==> config.mk <==
export PLATFORM = sky130hd
export DESIGN_NAME = led_panel_phy
export DESIGN_NICKNAME = d
export VERILOG_FILES = /design/src/rtl/led_display_pkg.sv /design/src/rtl/led_bclk_gen.sv /design/src/rtl/led_panel_phy.sv
export SDC_FILE = /design/constraint.sdc
export NUM_CORES = 1
export LEC_CHECK = 0
export ABC_AREA = 1
export CORE_MARGIN = 4
export CORE_UTILIZATION = 51
export DETAILED_ROUTE_END_ITERATION = 6
export PLACE_DENSITY = 0.84
export SYNTH_ARGS = -nofsm -noshare
export SYNTH_HDL_FRONTEND = slang
export SYNTH_SLANG_ARGS = --single-unit
==> constraint.sdc <==
create_clock -name clk_in -period 1.58 [get_ports clk_in]
set_clock_uncertainty 0.15 [all_clocks]
set_input_delay 0.474 -clock clk_in [delete_from_list [all_inputs] [get_ports clk_in]]
set_output_delay 0.474 -clock clk_in [all_outputs]
set_load 0.01 [all_outputs]
==> src/rtl/led_display_pkg.sv <==
// rtl/led_display_pkg.sv - shared types, panel geometry and scan states for the LED panel driver
package led_display_pkg;

    typedef logic [2:0] rgb_t;

    localparam int PANEL_ROWS = 32;
    localparam int PANEL_COLS = 64;

    typedef enum logic [1:0] {
        ST_SHIFT   = 2'd0,
        ST_BLANK   = 2'd1,
        ST_LATCH   = 2'd2,
        ST_UNBLANK = 2'd3
    } phy_state_t;

endpackage

==> src/rtl/led_bclk_gen.sv <==
// rtl/led_bclk_gen.sv - half-period phase counter pacing the panel bit clock and blank/latch timing
module led_bclk_gen #(
    parameter int HALF_DIV = 2
) (
    input  logic clk_in,
    input  logic rst_n,
    input  logic en,
    input  logic stall,
    output logic phase,
    output logic slot_start,
    output logic half_end
);

    localparam int CNT_W = (HALF_DIV > 1) ? $clog2(HALF_DIV) : 1;
    localparam logic [CNT_W-1:0] CNT_LAST = CNT_W'(HALF_DIV - 1);

    logic [CNT_W-1:0] cnt;
    logic             advance;

    assign advance    = en && !stall;
    assign half_end   = advance && (cnt == CNT_LAST);
    assign slot_start = !phase && (cnt == '0);

    // Count out each half period and flip the phase; a stall freezes both.
    always_ff @(posedge clk_in or negedge rst_n) begin
        if (!rst_n) begin
            cnt   <= '0;
            phase <= 1'b0;
        end else if (advance) begin
            if (cnt == CNT_LAST) begin
                cnt   <= '0;
                phase <= ~phase;
            end else begin
                cnt <= cnt + CNT_W'(1);
            end
        end
    end

endmodule

==> src/rtl/led_panel_phy.sv <==
// rtl/led_panel_phy.sv - HUB75 panel driver: shifts pixel pairs, blanks, latches and scans rows
module led_panel_phy
    import led_display_pkg::*;
#(
    parameter int SYS_CLK_FREQ   = 100_000_000,
    parameter int NUM_ROW_PIXELS = PANEL_ROWS,
    parameter int NUM_COL_PIXELS = PANEL_COLS,
    parameter int BCLK_FREQ      = 25_000_000,
    localparam int ADDR_W        = $clog2(NUM_ROW_PIXELS / 2)
) (
    input  logic              clk_in,
    input  logic              n_reset_in,
    input  logic              pix_valid_in,
    input  rgb_t              pix_top_in,
    input  rgb_t              pix_bot_in,
    output logic              pix_ready_out,
    output rgb_t              rgb_top_out,
    output rgb_t              rgb_bot_out,
    output logic              bclk_out,
    output logic              latch_out,
    output logic              oe_n_out,
    output logic [ADDR_W-1:0] addr_out,
    output logic              frame_done_out
);

    localparam int CLK_DIV       = SYS_CLK_FREQ / BCLK_FREQ;
    localparam int HALF_DIV      = CLK_DIV / 2;
    localparam int NUM_SCAN_ROWS = NUM_ROW_PIXELS / 2;
    localparam int COL_W         = (NUM_COL_PIXELS > 1) ? $clog2(NUM_COL_PIXELS) : 1;

    localparam logic [COL_W-1:0]  LAST_COL = COL_W'(NUM_COL_PIXELS - 1);
    localparam logic [ADDR_W-1:0] LAST_ROW = ADDR_W'(NUM_SCAN_ROWS - 1);

    logic rst_meta;
    logic rst_n_int;
    logic run;

    phy_state_t        state;
    phy_state_t        state_nxt;
    logic [COL_W-1:0]  col;
    logic [COL_W-1:0]  col_nxt;
    logic [ADDR_W-1:0] row;
    logic [ADDR_W-1:0] row_nxt;

    logic phase;
    logic slot_start;
    logic half_end;
    logic period_end;
    logic gen_en;
    logic stall;
    logic xfer;

    // Assert reset immediately, release it only after two clean clock edges.
    always_ff @(posedge clk_in or negedge n_reset_in) begin
        if (!n_reset_in) begin
            rst_meta  <= 1'b0;
            rst_n_int <= 1'b0;
        end else begin
            rst_meta  <= 1'b1;
            rst_n_int <= rst_meta;
        end
    end

    // Keep the stream closed for the first cycle out of reset.
    always_ff @(posedge clk_in or negedge rst_n_int) begin
        if (!rst_n_int) begin
            run <= 1'b0;
        end else begin
            run <= 1'b1;
        end
    end

    // Ready only in the first low slot of a column, so it never depends on valid.
    assign pix_ready_out = run && (state == ST_SHIFT) && slot_start;
    assign xfer          = pix_valid_in && pix_ready_out;
    assign stall         = pix_ready_out && !pix_valid_in;
    assign gen_en        = run && (state != ST_UNBLANK);
    assign period_end    = half_end && phase;

    led_bclk_gen #(
        .HALF_DIV (HALF_DIV)
    ) u_bclk_gen (
        .clk_in     (clk_in),
        .rst_n      (rst_n_int),
        .en         (gen_en),
        .stall      (stall),
        .phase      (phase),
        .slot_start (slot_start),
        .half_end   (half_end)
    );

    // Scan sequencing: shift a full row, blank, latch, unblank, then the next row.
    always_comb begin
        state_nxt = state;
        col_nxt   = col;
        row_nxt   = row;
        case (state)
            ST_SHIFT: begin
                if (period_end) begin
                    if (col == LAST_COL) begin
                        col_nxt   = '0;
                        state_nxt = ST_BLANK;
                    end else begin
                        col_nxt = col + COL_W'(1);
                    end
                end
            end
            ST_BLANK: begin
                if (period_end) begin
                    state_nxt = ST_LATCH;
                end
            end
            ST_LATCH: begin
                if (period_end) begin
                    state_nxt = ST_UNBLANK;
                end
            end
            ST_UNBLANK: begin
                state_nxt = ST_SHIFT;
                row_nxt   = (row == LAST_ROW) ? '0 : row + ADDR_W'(1);
            end
            default: begin
                state_nxt = ST_SHIFT;
            end
        endcase
    end

    // Scan position registers.
    always_ff @(posedge clk_in or negedge rst_n_int) begin
        if (!rst_n_int) begin
            state <= ST_SHIFT;
            col   <= '0;
            row   <= '0;
        end else begin
            state <= state_nxt;
            col   <= col_nxt;
            row   <= row_nxt;
        end
    end

    // Panel pins, all registered; bclk trails the phase by one cycle so data leads the rising edge.
    always_ff @(posedge clk_in or negedge rst_n_int) begin
        if (!rst_n_int) begin
            rgb_top_out    <= '0;
            rgb_bot_out    <= '0;
            bclk_out       <= 1'b0;
            latch_out      <= 1'b0;
            oe_n_out       <= 1'b1;
            addr_out       <= '0;
            frame_done_out <= 1'b0;
        end else begin
            bclk_out       <= (state == ST_SHIFT) && phase;
            latch_out      <= (state_nxt == ST_LATCH);
            frame_done_out <= (state == ST_LATCH) && (state_nxt == ST_UNBLANK) && (row == LAST_ROW);
            if (xfer) begin
                rgb_top_out <= pix_top_in;
                rgb_bot_out <= pix_bot_in;
            end
            if ((state == ST_SHIFT) && (state_nxt == ST_BLANK)) begin
                addr_out <= row;
                oe_n_out <= 1'b1;
            end else if ((state == ST_LATCH) && (state_nxt == ST_UNBLANK)) begin
                oe_n_out <= 1'b0;
            end
        end
    end

endmodule

* Yosys cells after proc, flatten, opt, wreduce, memory -nomap -nowiden *
Index checks and enable logic that the tools add are counted.

cells by class
  add/sub/neg operators = 3
  eq/ne operators = 9
  multiplexer cells = 10
  bitwise logic cells = 2
  reduce and logical (&&, ||, !) cells = 20

operators with widths
  operator               count
  $logic_and A1 B1 Y1    13
  $eq A2 B2 Y1 const B   4
  $mux W2                4
  $pmux W2 S4            1
  $add A6 B1 Y6 const B  1
  $eq A6 B6 Y1 const B   1
  $mux W6                1
  $add A4 B1 Y4 const B  1
  $eq A2 B1 Y1 const B   2
  $eq A4 B4 Y1 const B   1
  $mux W4                1
  $reduce_and A2 Y1      2
  $logic_not A1 Y1       3
  $mux W1                3
  $logic_not A2 Y1       1
  $ne A2 B2 Y1 const B   1
  $not A1 Y1             2
  $reduce_bool A2 Y1     1
  $add A1 B1 Y1 const B  1

word-level totals
  register bits = 31
  bits of input ports = 9
  output and inout port bits = 15
  logic and storage cells = 59

* Depth between registers and ports, before layout *
Gate-level depths: netlist (run 1).

  depth in word-level cells = 14
  mapped depth = 9
  depth with buffers taken out = 9

* Hierarchy *
From an unflattened synthesis (run 1), not the netlist that was laid out.

second synthesis, totals
  cells, all modules = 145
  area total of the unflattened synthesis = 1360.1 um^2

by module, submodules not included
  module         times used  cells an instance  area an instance (um^2)  seq. area each (um^2)
  led_panel_phy  1           133                1262.5                   726.9
  led_bclk_gen   1           12                 97.6                     50.0

* Least setup slack after synthesis (run 1) *
Ideal clock, no wire load.

  path kind = reg-to-output
  start = reg state[1]
  end = out pix_ready_out
  arrival = 0.987 ns
  data required time = 0.956 ns
  path slack = -0.031 ns
  stages on the path, launching flop included = 4
  path buffers = 0
  cells stage by stage = dfrtp_1 nor2_4 inv_2 nor4_4

between the ends
  longest elaborated chain between the ends = 3

RTL lines
  what                              line                  source
  start, declared                   led_panel_phy.sv:38   phy_state_t state;
  start signal, assigned            led_panel_phy.sv:135  state <= state_nxt;
  $logic_not A2 Y1                  led_panel_phy.sv:74   assign pix_ready_out = run && (state == ST_SHIFT) && slot_start;
  $logic_and A1 B1 Y1 (2 in a row)  led_panel_phy.sv:74
  end, declared                     led_panel_phy.sv:16   output logic pix_ready_out,

Every way passes these cells.

* Final worst setup path (run 1) *
Ends and elaborated chain as after synthesis.

==> metrics.txt, run 1 <==
startpoint types=flop; synthesized flop and latch total=31; initial drt markers=64; GP Congestion=0.7979; ys async rst share=1.000; Peak VDD IR=1287 µV; first-pass GRT wire length=5.796 mm; DRC=0; crit-path max FO=2; Mapped Cells=139; H-tree levels=2; Via Count=between 1000 and 1500; starting density of the core=0.5432; Buf/Inv on CP=2; io pins=24; CTS tree=built; Final Max Tran Viols=0; All-Layer GR Usage=0.2257; Die Y=~60 µm; CP Data Arrival Time=1.36 ns; area of the die=3580 µm²; layout cells sized above 1=0.4811; core area=roughly 2500 µm²; Core Rows=18; fmax=503.9 MHz; Power Dens Cells=1461 nW/µm²; routed wire length=between 4 and 5 mm; Data required, critical path=0.96 ns; Detailed Place HPWL=2.360 mm; grt ovf=0; Tot Pwr=2992 µW; largest net degree at the start of global routing=18; cts bufs inserted=5; most common cell in the netlist=nand2_1; Max Used Layer=met4; metal2 WL=2.147 mm; area of the mapped netlist=1370 µm²; I/O Buffers=23; Top delay family on crit path=flip-flops; leading post-synthesis cells by cell area=dfrtp_1, nand2_1, nand3_1, nand4_4, nor2_4; leading area contributor after synthesis=dfrtp_1; Clock Latency Late Sink=0.34 ns; sequential share of the synthesized area=0.5671; clock root cell=clkbuf_4; clk slew on worst S/H paths=0.11 ns; Yosys warning count=0; Yosys top cell area share=0.5479; Syn-to-layout area delta=49.41%; vias in the first global route=1264; Primary FF master, synth=dfrtp_1; hold buffer count at cts=0; maximum clock insertion buffer count=2; outcome=finished with violations; max incr delay on CP=0.43 ns; RSZ-0062 raised after global routing=true; Chip Width=59.83 µm; Commonest cells post-synth=nand2_1, dfrtp_1, nand3_1; Synth cell types=26; Setup WS post-layout=-0.4045 ns; Setup TNS=-3.366 ns; wire length on met3=roughly 140 µm; Post-synth EDFFs=0; CP max stage cell=dfrtp_1; synthesized area per cell=9.857 µm²; worst hold path class=reg -> async; Maximum Capacitance Violations=0; Nets=222; part of the cycle the worst path needs=1.256; Via density=5.364; Final Hold Fails=0; crit-path cells=nor2_4, inv_2, nor4_4, buf_2; final setup vio count=18; diode count=0; WL/cell=16.64 µm; crit end category=primary output; kind of critical path=reg -> out; CTS sink cnt=31; initial antenna violation count=0; failing checks=setup timing; Detail Route Antenna Nets=0; first-pass detailed-route iteration total=4; Final min period=1.985 ns; met1 wire length=1.572 mm; Leak Pwr=about 0.0011 µW
-- logic make-up (layout without fill, tap and decap cells) --
family	count (synthesis)	after routing	synth area share
flip-flops	31	31	0.5671
AO/OA/AOI/OAI	9	9	0.03653
XOR/XNOR	4	4	0.02558
AND/OR/NAND/NOR	79	79	0.3132
buffers and inverters	13	85	0.03652
adder cells (fa/ha/maj)	2	2	0.01826
other	1	2	0.002737
-- metal layers --
layer  GRT usage  vias up
met5           0        -
met4      0.1171        0
li1            -      593
met1      0.2668      648
met2      0.3796       37
met3     0.05184       20
-- power breakdown --
group,switching (µW),total [µW],internal (µW)
clock,273,438,165
sequential,191,1200,1010
combinational,700,1350,652
-- area by class of cell --
| type | count | area (µm²) |
|---|---|---|
| sequential | 31 | 777.0 |
| multi-input combinational | 96 | 620.6 |
| timing repair buffer | 65 | 511.7 |
| fill | 143 | 475.5 |
| inverter | 12 | 47.55 |
| clock buffer | 5 | 37.54 |
| tap | 30 | 37.54 |
| clock inverter | 3 | 15.01 |
-- metrics by stage --
stage                     utilization  hold WS (ns)  instances  worst slack (ns)  instance area [µm²]
final                          0.8115       0.06094        242           -0.4045                 2047
after global routing           0.8115        0.1022        242           -0.4615                 2047
after CTS                      0.7659       0.06699        233           -0.3448                 1932
after detailed placement       0.7113       0.05520        213           -0.3869                 1794
after global placement         0.7113       0.03468        213           -0.3270                 1794
after floorplan                     -       0.02841        140          -0.03110                 1374
-- worst paths after layout --
path	startpoint	to	slack (ns)	cells after the start
max	state[1]$_DFF_PN0_	pix_ready_out	-0.40	4
min	rst_n_int$_DFF_PN0_	state[1]$_DFF_PN0_	0.06	1
max reg2reg	state[1]$_DFF_PN0_	addr_out[1]$_DFFE_PN0P_	-0.27	10
min reg2reg	rst_n_int$_DFF_PN0_	state[1]$_DFF_PN0_	0.06	1
max in group asynchronous	rst_n_int$_DFF_PN0_	oe_n_out$_DFFE_PN1P_	0.93	1
min in group clk_in	rst_meta$_DFF_PN0_	rst_n_int$_DFF_PN0_	0.22	0
-- placed cells by master, fill, tap and decap left out, types with 2 or more instances in the layout --
| cell type | instances |
|---|---|
| nand2_1 | 31 |
| nor2_1 | 2 |
| buf_2 | 7 |
| o21ai_0 | 2 |
| clkdlybuf4s50_1 | 8 |
| clkbuf_2 | 6 |
| xor2_1 | 2 |
| xnor2_1 | 2 |
| nand2_2 | 14 |
| clkbuf_4 | 5 |
| nor2_2 | 4 |
| inv_1 | 7 |
| nor2_4 | 4 |
| nand3_2 | 2 |
| buf_4 | 34 |
| buf_6 | 9 |
| conb_1 | 2 |
| nand4_1 | 4 |
| nand4_4 | 2 |
| a21oi_1 | 3 |
| clkinv_2 | 3 |
| nand3_1 | 11 |
| inv_2 | 4 |
| ha_1 | 2 |
| dfrtp_1 | 30 |
-- state kept, by name, indices dropped and copies added (netlist names) --
name and count:
rgb_bot_out 3, rst_n_int 1, frame_done_out 1, row 4
u_bclk_gen.cnt 1, oe_n_out 1, bclk_out 1, addr_out 4
u_bclk_gen.phase 1, rgb_top_out 3, latch_out 1, col 6
rst_meta 1, state 2, run 1
-- what timing repair did --
| action | in CTS | in global routing |
|---|---|---|
| hold endpoints to repair | 0 | 0 |
| pin swaps | 7 | 14 |
| resized for setup | 49 | 39 |
| setup endpoints to repair | 26 | 33 |
| setup buffers | 13 | 9 |
No activity file was read; power rests on OpenSTA's default activity.
==> run 2, diff against run 1 <==
--- a/config.mk
+++ b/config.mk
@@ -9,7 +9,8 @@
 export CORE_MARGIN = 4
 export CORE_UTILIZATION = 51
 export DETAILED_ROUTE_END_ITERATION = 6
-export PLACE_DENSITY = 0.84
+export PLACE_DENSITY = 0.78
+export REMOVE_ABC_BUFFERS = 1
 export SYNTH_ARGS = -nofsm -noshare
 export SYNTH_HDL_FRONTEND = slang
 export SYNTH_SLANG_ARGS = --single-unit
==> run 2 against run 1 <==
Routed wire length shrank 22%. The flow still finishes with violations (setup timing). Critical path depth is the same. Non-clock buffer count shrank 10. Worst hold slack lost 0.038 ns. Global-route usage shrank 3.8 points. Sequential share of layout area grew 2.0 points. Via count shrank 9.9%. Critical endpoint unchanged. Cell count shrank 4.1%. Largest power group is now sequential cells. Highest routed layer unchanged.
==> metrics.txt, run 2 (synthesis results as in run 1) <==
outcome=finished with violations; failing checks=setup timing; crit-path max FO=2; starting density of the core=0.5432; fmax=between 500 and 600 MHz; final setup vio count=19; Logic pwr share=0.384; Nets=212; final instance area=1946 µm²; most common cell after layout, fill and taps aside=nand2_1; RSZ-0062 raised after global routing=true; fill cell count=between 150 and 200; Int Pwr=1933 µW; Core Rows=18; clock share of power=0.216; startpoint types=flop; Syn-to-layout area delta=42.01%; grt ovf=0; Via Count=1169; sw frac=0.3546; Leak Pwr=0.001047 µW; I/O Buffers=23; FF-to-FF Start=state[1]$_DFF_PN0_; layout cells sized above 1=0.4010; initial antenna violation count=0; clock root cell=clkbuf_4; Detail Route Antenna Nets=0; register area=slightly below 800 µm²; part of the cycle the worst path needs=1.192; Final Hold Fails=0; GP Congestion=between 0.7 and 0.8; worst hold path class=reg -> async; CTS tree=built; Via density=5.039; H-tree levels=2; All-Layer GR Usage=0.1877; Maximum Capacitance Violations=0; Final min period=1.883 ns; Data required, critical path=0.96 ns; Clock Latency Late Sink=0.33 ns; diode count=0; Placed Instance Area=1772 µm²; Setup WS post-layout=-0.3027 ns; Detailed Place HPWL=2.124 mm; clk slew on worst S/H paths=0.10 ns; metal2 WL=1.572 mm; total net switching power=1062 µW; Tot Pwr=2995 µW; CP Data Arrival Time=around 1.3 ns; Largest Register=col; most frequent cells in the layout=nand2_1, dfrtp_1, buf_4; CTS sink cnt=31; Largest regs=col: 6 flops, addr_out: 4 flops, row: 4 flops; Max Used Layer=met4; vias in the first global route=between 1000 and 1500; io pins=24; Multi-input gate area=a little under 600 µm²; maximum clock insertion buffer count=2; number of flip-flops in the largest register=6; area of the die=3580 µm²; wire length on met3=177 µm; crit end category=primary output; Chip Width=59.83 µm; Peak VDD IR=1333 µV; first-pass detailed-route iteration total=4; crit-path cells=nor2_4, inv_2, nor4_4, buf_2; Power Dens Cells=1540 nW/µm²; met1 wire length=1.291 mm; core area=2522 µm²; initial drt markers=between 50 and 60; max incr delay on CP=0.42 ns; Final Max Tran Viols=0; hold buffer count at cts=0; cts bufs inserted=5; share of power burned in registers=0.399; first-pass GRT wire length=4.843 mm; routed wire length=3.131 mm; CP max stage cell=dfrtp_1; kind of critical path=reg -> out; Die Y=around 60 µm; origin of the worst setup path=state[1]$_DFF_PN0_; DRC=0; largest net degree at the start of global routing=20; WL/cell=13.50 µm
[run 2: cell count changes in the layout (fill, tap and decap cells not counted), sizes merged]
cell / change
buf: -4
clkinv: -2
clkdlybuf4s15: -1
clkbuf: -4
bufinv: +1
[run 2: final cells by class]
class | count | share of cell area
clock buffers | 6 | 0.02637
clock inverters | 2 | 0.01801
inverters | 12 | 0.02444
multi-input cells | 96 | 0.2984
flip-flops and latches | 31 | 0.3994
well taps | 30 | 0.01929
repair buffers | 55 | 0.2141
[run 2: power by group through the flow]
stage | Sequential, µW | Combinational, µW | Clock, µW
after floorplan | 1270 | 479 | 0
final | 1200 | 1150 | 648
after global routing | 1220 | 1260 | 700
after global placement | 1190 | 1030 | 0
after CTS | 1190 | 1050 | 663
after detailed placement | 1210 | 1080 | 0
[run 2: worst max-delay path, delay by kind of cell, from the launching register on]
family / cells / cell delay [ns]
and+or+nand+nor: 2 / 0.27
buffers and inverters: 2 / 0.23
DFF: 1 / 0.42
[run 2: repair_timing]
action | 4_1_cts | 5_1_grt
gates resized for setup | 61 | 18
endpoints found under the setup margin | 24 | 23
buffers inserted | 7 | 7
pin swaps | 6 | 4
[run 2: per-stage QoR]
stage          utilization  hold slack [ns]  setup TNS (ns)  instances  setup slack, ns
3_3_place_gp        0.7024          0.02888          -4.645        210          -0.3548
4_1_cts             0.7450          0.03323          -1.916        225          -0.3179
3_5_place_dp        0.7024          0.03040          -5.230        210          -0.3819
2_1_floorplan            -          0.02841        -0.03110        139         -0.03110
5_1_grt             0.7713          0.07227          -4.397        232          -0.3939
6_report            0.7713          0.02342          -2.707        232          -0.3027
[run 2: final timing paths]
check,to,slack (ns),cells after the start
min in group clk_in,rst_n_int$_DFF_PN0_,0.22,0
min,rgb_bot_out[2]$_DFFE_PN0P_,0.02,1
max,pix_ready_out,-0.30,4
max reg2reg,latch_out$_DFF_PN0_,-0.22,12
min reg2reg,rgb_bot_out[2]$_DFFE_PN0P_,0.02,1
max in group asynchronous,oe_n_out$_DFFE_PN1P_,0.95,1
[run 2: layer usage]
| metal | vias up | track usage |
|---|---|---|
| met2 | 35 | 0.3164 |
| li1 | 576 | - |
| met1 | 547 | 0.2094 |
| met3 | 11 | 0.06695 |
| met4 | 0 | 0.08861 |
| met5 | - | 0 |
==> run 3, diff against run 2 <==
--- a/config.mk
+++ b/config.mk
@@ -6,8 +6,9 @@
 export NUM_CORES = 1
 export LEC_CHECK = 0
 export ABC_AREA = 1
-export CORE_MARGIN = 4
+export CORE_MARGIN = 2
 export CORE_UTILIZATION = 51
+export CTS_CLUSTER_SIZE = 12
 export DETAILED_ROUTE_END_ITERATION = 6
 export PLACE_DENSITY = 0.78
 export REMOVE_ABC_BUFFERS = 1
==> run 3 against run 2 <==
The run still ends with setup timing left. Largest cell class unchanged. Via count down 3.8%. Largest power group unchanged. First-iteration DRC count down 36%. Critical endpoint unchanged. Flip-flop and latch count unchanged. Combinational power about the same.
==> metrics.txt, run 3 (synthesis results as in run 1) <==
Core Rows=18; startpoint types=flop; Peak VDD IR=1201 µV; Setup WS post-layout=-0.3488 ns; final instance area=1942 µm²; Via density=approximately 5.0; starting density of the core=0.5432; CP Data Arrival Time=1.30 ns; Detailed Place HPWL=~2.0 mm; GP Congestion=roughly 0.68; maximum clock insertion buffer count=2; H-tree levels=2; Data required, critical path=0.96 ns; most common cell after layout, fill and taps aside=nand2_1; flop-to-flop setup slack=-0.33 ns; cts bufs inserted=5; Leak Pwr=just over 0.001 µW; vias in the first global route=1153; Buf/Inv on CP=2; WL/cell=around 13 µm; max incr delay on CP=0.43 ns; crit end category=primary output; Clock Latency Late Sink=0.33 ns; hold buffer count at cts=0; clock root cell=clkbuf_4; I/O Buffers=23; CP max stage cell=dfrtp_1; Largest regs=col: 6 flops, addr_out: 4 flops, row: 4 flops; Final min period=around 1.9 ns; Final Hold Fails=0; Final Max Tran Viols=0; Maximum Capacitance Violations=0; layout cells sized above 1=0.3959; diode count=0; Largest Register=col; worst hold path class=reg -> async; core area=2522 µm²; All-Layer GR Usage=0.2072; Top delay family on crit path=flip-flops; kind of critical path=reg -> out; CTS sink cnt=31; failing checks=setup timing; Nets=around 210; number of flip-flops in the largest register=6; most frequent cells in the layout=nand2_1, dfrtp_1, buf_4; routed wire length=a little over 3 mm; area of the die=just over 3000 µm²; fmax=around 520 MHz; Chip Width=about 56 µm; first-pass GRT wire length=4.926 mm; part of the cycle the worst path needs=1.221; Die Y=55.83 µm; initial drt markers=35; outcome=finished with violations; clk slew on worst S/H paths=about 0.090 ns; final setup vio count=20; Syn-to-layout area delta=41.73%; initial antenna violation count=0; WHS=about 0.0043 ns; Placed Instance Area=1777 µm²; CTS tree=built; Detail Route Antenna Nets=0; crit-path max FO=2; largest net degree at the start of global routing=23; crit-path cells=nor2_4, inv_2, nor4_4, buf_2; DRC=0; io pins=24; grt ovf=0; first-pass detailed-route iteration total=4; Via Count=1125; Power Dens Cells=1490 nW/µm²; RSZ-0062 raised after global routing=true
-- run 3: cell types whose count changed in the layout (fill, tap and decap cells not counted), sizes merged --
cell and delta:
buf -10, clkbuf +6, bufinv -1, clkdlybuf4s15 +1, clkinv -1
-- run 3: metal layers --
layer  global-route usage  up-vias  share of wire
met5                    0        -              0
met2               0.3656       36           0.54
met3              0.07209       10          0.050
met1               0.2294      519           0.38
li1                     -      560              -
met4              0.07823        0          0.030
-- run 3: final timing paths --
kind	from	endpoint	cells past startpoint
min reg2reg	rst_n_int$_DFF_PN0_	rgb_bot_out[1]$_DFFE_PN0P_	0
max	state[1]$_DFF_PN0_	pix_ready_out	4
max in group asynchronous	rst_n_int$_DFF_PN0_	oe_n_out$_DFFE_PN1P_	1
max reg2reg	state[1]$_DFF_PN0_	addr_out[1]$_DFFE_PN0P_	11
min	rst_n_int$_DFF_PN0_	rgb_bot_out[1]$_DFFE_PN0P_	0
min in group clk_in	rst_meta$_DFF_PN0_	rst_n_int$_DFF_PN0_	0
-- run 3: cell type report --
cell class | instances | area [µm²]
inverter | 12 | 50.05
timing repair buffer | 50 | 404.1
sequential | 31 | 777.0
tap | 30 | 37.54
clock buffer | 8 | 68.82
fill | 162 | 580.6
multi-input combinational | 96 | 604.3
-- run 3: timing repair --
| item | 4_1_cts | 5_1_grt |
|---|---|---|
| pin swaps | 7 | 9 |
| buffers inserted | 5 | 6 |
| endpoints found under the setup margin | 24 | 27 |
| endpoints found under the hold margin | 0 | 0 |
| gates cloned | 0 | 0 |
| resized for setup | 54 | 27 |
-- run 3: per-stage QoR --
step	util	power (µW)	setup TNS (ns)	setup WS [ns]	std cells
final	0.7698	2894	-3.847	-0.3488	227
after global placement	0.7044	2236	-4.617	-0.3385	209
after CTS	0.7480	2807	-1.614	-0.3579	222
after floorplan	-	1745	-0.03110	-0.03110	139
after global routing	0.7698	3075	-5.624	-0.4406	227
after detailed placement	0.7044	2293	-5.887	-0.4008	209
-- run 3: power breakdown --
group | internal, µW | switching (µW)
Clock | 262 | 260
Combinational | 574 | 599
Sequential | 1010 | 189
